$ cat config.mk
export PLATFORM = sky130hd
export DESIGN_NAME = dm_arbiter
export DESIGN_NICKNAME = d
export VERILOG_FILES = /design/src/rtl/dm_arbiter.sv
export SDC_FILE = /design/constraint.sdc
export NUM_CORES = 1
export LEC_CHECK = 0
export CAP_MARGIN = 20
export CELL_PAD_IN_SITES_DETAIL_PLACEMENT = 1
export CELL_PAD_IN_SITES_GLOBAL_PLACEMENT = 1
export CORE_UTILIZATION = 30
export DETAILED_ROUTE_END_ITERATION = 6
export PLACE_DENSITY_LB_ADDON = 0.3
export SLEW_MARGIN = 20
export SYNTH_ARGS = -nofsm -noshare
export SYNTH_HDL_FRONTEND = slang
export SYNTH_SLANG_ARGS = --single-unit
$ cat constraint.sdc
create_clock -name clk -period 7.18 [get_ports clk]
set_input_delay 2.154 -clock clk [delete_from_list [all_inputs] [get_ports clk]]
set_output_delay 2.154 -clock clk [all_outputs]
set_load 0.02 [all_outputs]
$ cat src/rtl/dm_arbiter.sv
// Two-requester data-memory arbiter: round-robin grant, read / full write / read-modify-write byte merge.
// Optional macro DM_ARB_FIXED_PRIO_EN: requester 0 always wins ties (RR_INIT and pointer unused).
module dm_arbiter #(
  parameter int RR_INIT = 0
) (
  input  logic        clk,
  input  logic        reset,
  input  logic        req0_valid,
  input  logic        req0_we,
  input  logic [31:0] req0_addr,
  input  logic [31:0] req0_wdata,
  input  logic [3:0]  req0_be,
  output logic        req0_ready,
  output logic [31:0] req0_rdata,
  input  logic        req1_valid,
  input  logic        req1_we,
  input  logic [31:0] req1_addr,
  input  logic [31:0] req1_wdata,
  input  logic [3:0]  req1_be,
  output logic        req1_ready,
  output logic [31:0] req1_rdata,
  output logic [31:0] mem_addr,
  output logic        mem_we,
  output logic [31:0] mem_din,
  input  logic [31:0] mem_dout
);

  typedef enum logic [1:0] {IDLE, ACCESS, MERGE, DONE} state_t;

  // Pointer holds the last granted index; reset value makes RR_INIT win the first tie.
  localparam logic LAST_INIT = (RR_INIT == 0) ? 1'b1 : 1'b0;

  state_t      state, state_nxt;
  logic        owner, last, lat_we;
  logic [31:0] lat_addr, lat_wdata, rdata_q, merge_q, merged;
  logic [3:0]  lat_be;
  logic        grant, winner, be_full, be_none;

  assign grant   = req0_valid | req1_valid;
  assign be_full = (lat_be == 4'hF);
  assign be_none = (lat_be == 4'h0);

  always_comb begin
    winner = ~req0_valid;
`ifdef DM_ARB_FIXED_PRIO_EN
    winner = ~req0_valid;
`else
    if (req0_valid && req1_valid) winner = ~last;
`endif
  end

  always_comb begin
    merged = '0;
    for (int k = 0; k < 4; k++)
      merged[8*k +: 8] = lat_be[k] ? lat_wdata[8*k +: 8] : merge_q[8*k +: 8];
  end

  always_ff @(posedge clk) begin
    if (reset) begin
      state     <= IDLE;
      owner     <= 1'b0;
      last      <= LAST_INIT;
      lat_we    <= 1'b0;
      lat_addr  <= '0;
      lat_wdata <= '0;
      lat_be    <= '0;
      rdata_q   <= '0;
      merge_q   <= '0;
    end else begin
      state <= state_nxt;
      if (state == IDLE && grant) begin
        owner     <= winner;
        last      <= winner;
        lat_we    <= winner ? req1_we    : req0_we;
        lat_addr  <= winner ? req1_addr  : req0_addr;
        lat_wdata <= winner ? req1_wdata : req0_wdata;
        lat_be    <= winner ? req1_be    : req0_be;
      end
      if (state == ACCESS) begin
        if (!lat_we) rdata_q <= mem_dout;
        if (lat_we && !be_full && !be_none) merge_q <= mem_dout;
      end
    end
  end

  always_comb begin
    state_nxt = state;
    case (state)
      IDLE:    if (grant) state_nxt = ACCESS;
      ACCESS:  state_nxt = (lat_we && !be_full && !be_none) ? MERGE : DONE;
      MERGE:   state_nxt = DONE;
      DONE:    state_nxt = IDLE;
      default: state_nxt = IDLE;
    endcase
  end

  // Outputs are gated by reset so an in-flight write or ready is suppressed in the reset cycle itself.
  always_comb begin
    mem_addr   = '0;
    mem_we     = 1'b0;
    mem_din    = '0;
    req0_ready = 1'b0;
    req1_ready = 1'b0;
    req0_rdata = '0;
    req1_rdata = '0;
    if (!reset) begin
      mem_addr = {lat_addr[31:2], 2'b00};
      case (state)
        ACCESS: if (lat_we && be_full) begin
          mem_we  = 1'b1;
          mem_din = lat_wdata;
        end
        MERGE: begin
          mem_we  = 1'b1;
          mem_din = merged;
        end
        DONE: begin
          if (owner) begin
            req1_ready = 1'b1;
            req1_rdata = lat_we ? 32'h0 : rdata_q;
          end else begin
            req0_ready = 1'b1;
            req0_rdata = lat_we ? 32'h0 : rdata_q;
          end
        end
        default: ;
      endcase
    end
  end

endmodule

==> results.ini <==
[pwr]
total_leakage_power_nw=3.95
max-vdd-ir-drop_uv=161
power_density_mw_per_mm2=291

[synthesis]
syn_area_sq_mm=0.00772
async_flop_share=0
synth-seq-cells=135
synthCells=960
synthFlopType=dfxtp_1
ys_types=45
ys.warnings.count=0
syn_area_per_cell_sq_um=8.04
seq_area_frac_synth=0.350
synth_edf_count=0

[sta]
timing.final.crit_share=0.872
setup_viol_count_final=0
period_needed_ns=6.26
tns_ns=0
max_slew_margin=0.367
slew_violations=0
fmaxAchievable_mhz=160
rsz0062_at_grt=no
hold_viol=0
finClkSkew_ns=0.0124
worst_pin_slew_ns=0.950
hold-worst-slack_ns=0.464

[clocking]
clock-sinks=135
htreeDepth=4
cts_setup_buffers=0
cts_resized=0
clock_latency_ns=0.42
cts.clk_slew.worst_paths_ns=0.07
tritoncts=yes
cts_buffer_depth=2
root_buffer=clkbuf_16
holdBufCountCts=0
cts_buffers=17

[setup_path]
endpoint_kind=output pin
slowest_stage=clkdlybuf4s50_1
critPathLaunchType=input pin
max_stage_delay_ns=0.75
arrival_ns=4.10
path_cells=buf_6, nand2b_2, a2111oi_0, clkdlybuf4s50_1
worstPathRequired_ns=5.03
timing_worst_setup_path_type=input pin to output pin
path_max_fanout=33

[worst_hold_path]
hp-class=register to register

[finish]
syn_to_final_growth_pct=46.7
layout-drive-gt1-share=0.0553
num_antenna_cells=0
nets=1359
final_util=0.450

[floorplanning]
start_util=0.307
fp.dieW_microns=162
die_h_microns=162
io_pins=305
rows=58
die_area_sq_mm=0.0264
core-area_sq_mm=0.0252

[grt]
antenna_found_initial=0
grt_usage=0.195
grt_pass1_vias=7530
grt_pass1_wl_microns=41100
grt_max_degree=198
globalRoute.totalOverflow=0

[route]
drt-initial-drc-count=327
routedWlPerCell_microns=16.9
drcViolationCount=0
routed_wl_microns=25700
vias=7597
postRouteAntennaNets=0
viasPerCell=4.98
dr.pass1.iters=4

[placement]
portBuffers=298
place.gp.congestion=0.757
hpwl_microns=17600

[status]
status=complete, no violations

[run]
drv_cap=0

==> power by group <==
| part | total, mW | internal [mW] | switching [mW] |
|---|---|---|---|
| Sequential | 1.17 | 0.969 | 0.199 |
| Combinational | 1.21 | 0.510 | 0.695 |
| Clock | 0.928 | 0.561 | 0.367 |
| Total | 3.30 | 2.04 | 1.26 |
==> flip-flops by register name (all words and copies together), names as in the netlist <==
name	flops
rdata_q	32
state	2
lat_be	4
lat_we	1
lat_wdata	32
last	1
lat_addr	30
owner	1
merge_q	32
==> area by class of cell <==
type / instances / area, sq um
clock buffer: 19 / 443
clock inverter: 13 / 170
fill: 2968 / 13900
inverter: 18 / 67.6
multi-input combinational: 697 / 4390
sequential: 135 / 2700
tap: 330 / 413
timing repair buffer: 312 / 3140
==> worst paths after layout <==
| path | from | end | slack [ns] | cells past startpoint |
|---|---|---|---|---|
| setup / recovery | reset | mem_din[31] | 0.92 | 4 |
| hold / removal | rdata_q[24]$_SDFFE_PP0P_ | rdata_q[24]$_SDFFE_PP0P_ | 0.46 | 2 |
| setup reg to reg | state[1]$_SDFFE_PP0P_ | merge_q[27]$_SDFFE_PP0P_ | 4.61 | 6 |
| hold reg to reg | rdata_q[24]$_SDFFE_PP0P_ | rdata_q[24]$_SDFFE_PP0P_ | 0.46 | 2 |
==> metrics by stage <==
| step | power, mW | cell area, sq um | setup WS (ns) | instances |
|---|---|---|---|---|
| 2_1_floorplan | 1.99 | 7720 | 1.35 | 961 |
| 3_3_place_gp | 2.35 | 10700 | 0.963 | 1490 |
| 3_5_place_dp | 2.39 | 10700 | 0.961 | 1490 |
| 4_1_cts | 3.33 | 11300 | 0.943 | 1522 |
| 5_1_grt | 3.54 | 11300 | 0.758 | 1524 |
| 6_report | 3.30 | 11300 | 0.922 | 1524 |
==> layer usage <==
metal,global-route usage,wire [microns],vias up,share of wire
met5,0,0,-,0
met3,0.0504,1600,24,0.062
met4,0.0596,485,0,0.019
met2,0.314,11600,204,0.45
li1,-,-,3837,-
met1,0.254,12000,3532,0.47
==> placed cells by master (no fill, tap or decap), drive strengths merged, types with 34 or more instances in the layout <==
| cell type | instances |
|---|---|
| clkdlybuf4s50 | 296 |
| dfxtp | 135 |
| a21oi | 83 |
| nor2 | 73 |
| nand2b | 69 |
| nand3b | 67 |
| a311oi | 67 |
| o21ai | 67 |
| nand2 | 64 |
| and3 | 47 |
| nor2b | 34 |
==> synthesized netlist by cell type (4+ instances only) <==
cell         n  area (sq um)
dfxtp_1    135          2700
a21oi_1     82           410
nor2_1      73           274
a311oi_1    67           587
nand2b_1    67           419
nand3b_1    67           503
nand2_1     64           240
o21ai_0     64           320
clkbuf_1    59           221
and3_1      47           294
and2_1      33           206
mux2i_1     33           330
nor2b_1     33           206
buf_2       29           145
nand4_1     19           119
inv_1       17          63.8
buf_6       10           113
a2111oi_2    8           120
a31oi_1      5          31.3
buf_1        5          18.8
a2111oi_1    4          40.0
and3b_1      4          35.0
buf_4        4          30.0
ha_1         4          50.1
==> logic make-up (layout without fill, tap and decap cells) <==
kind of cell / after synthesis / after routing / synth area share
and+or+nand+nor: 419 / 419 / 0.311
AOI/OAI and AO/OA: 239 / 239 / 0.204
DFF: 135 / 135 / 0.350
buffers and inverters: 129 / 362 / 0.0856
muxes: 33 / 33 / 0.0428
adders and majority gates: 4 / 4 / 0.00648
other: 1 / 2 / 0.000486
==> critical path, delay by kind of cell <==
family / cells / cell delay (ns)
buffers and inverters: 2 / 0.85
AOI/OAI and AO/OA: 1 / 0.56
and+or+nand+nor: 1 / 0.52
No activity file was read; power rests on OpenSTA's default activity.
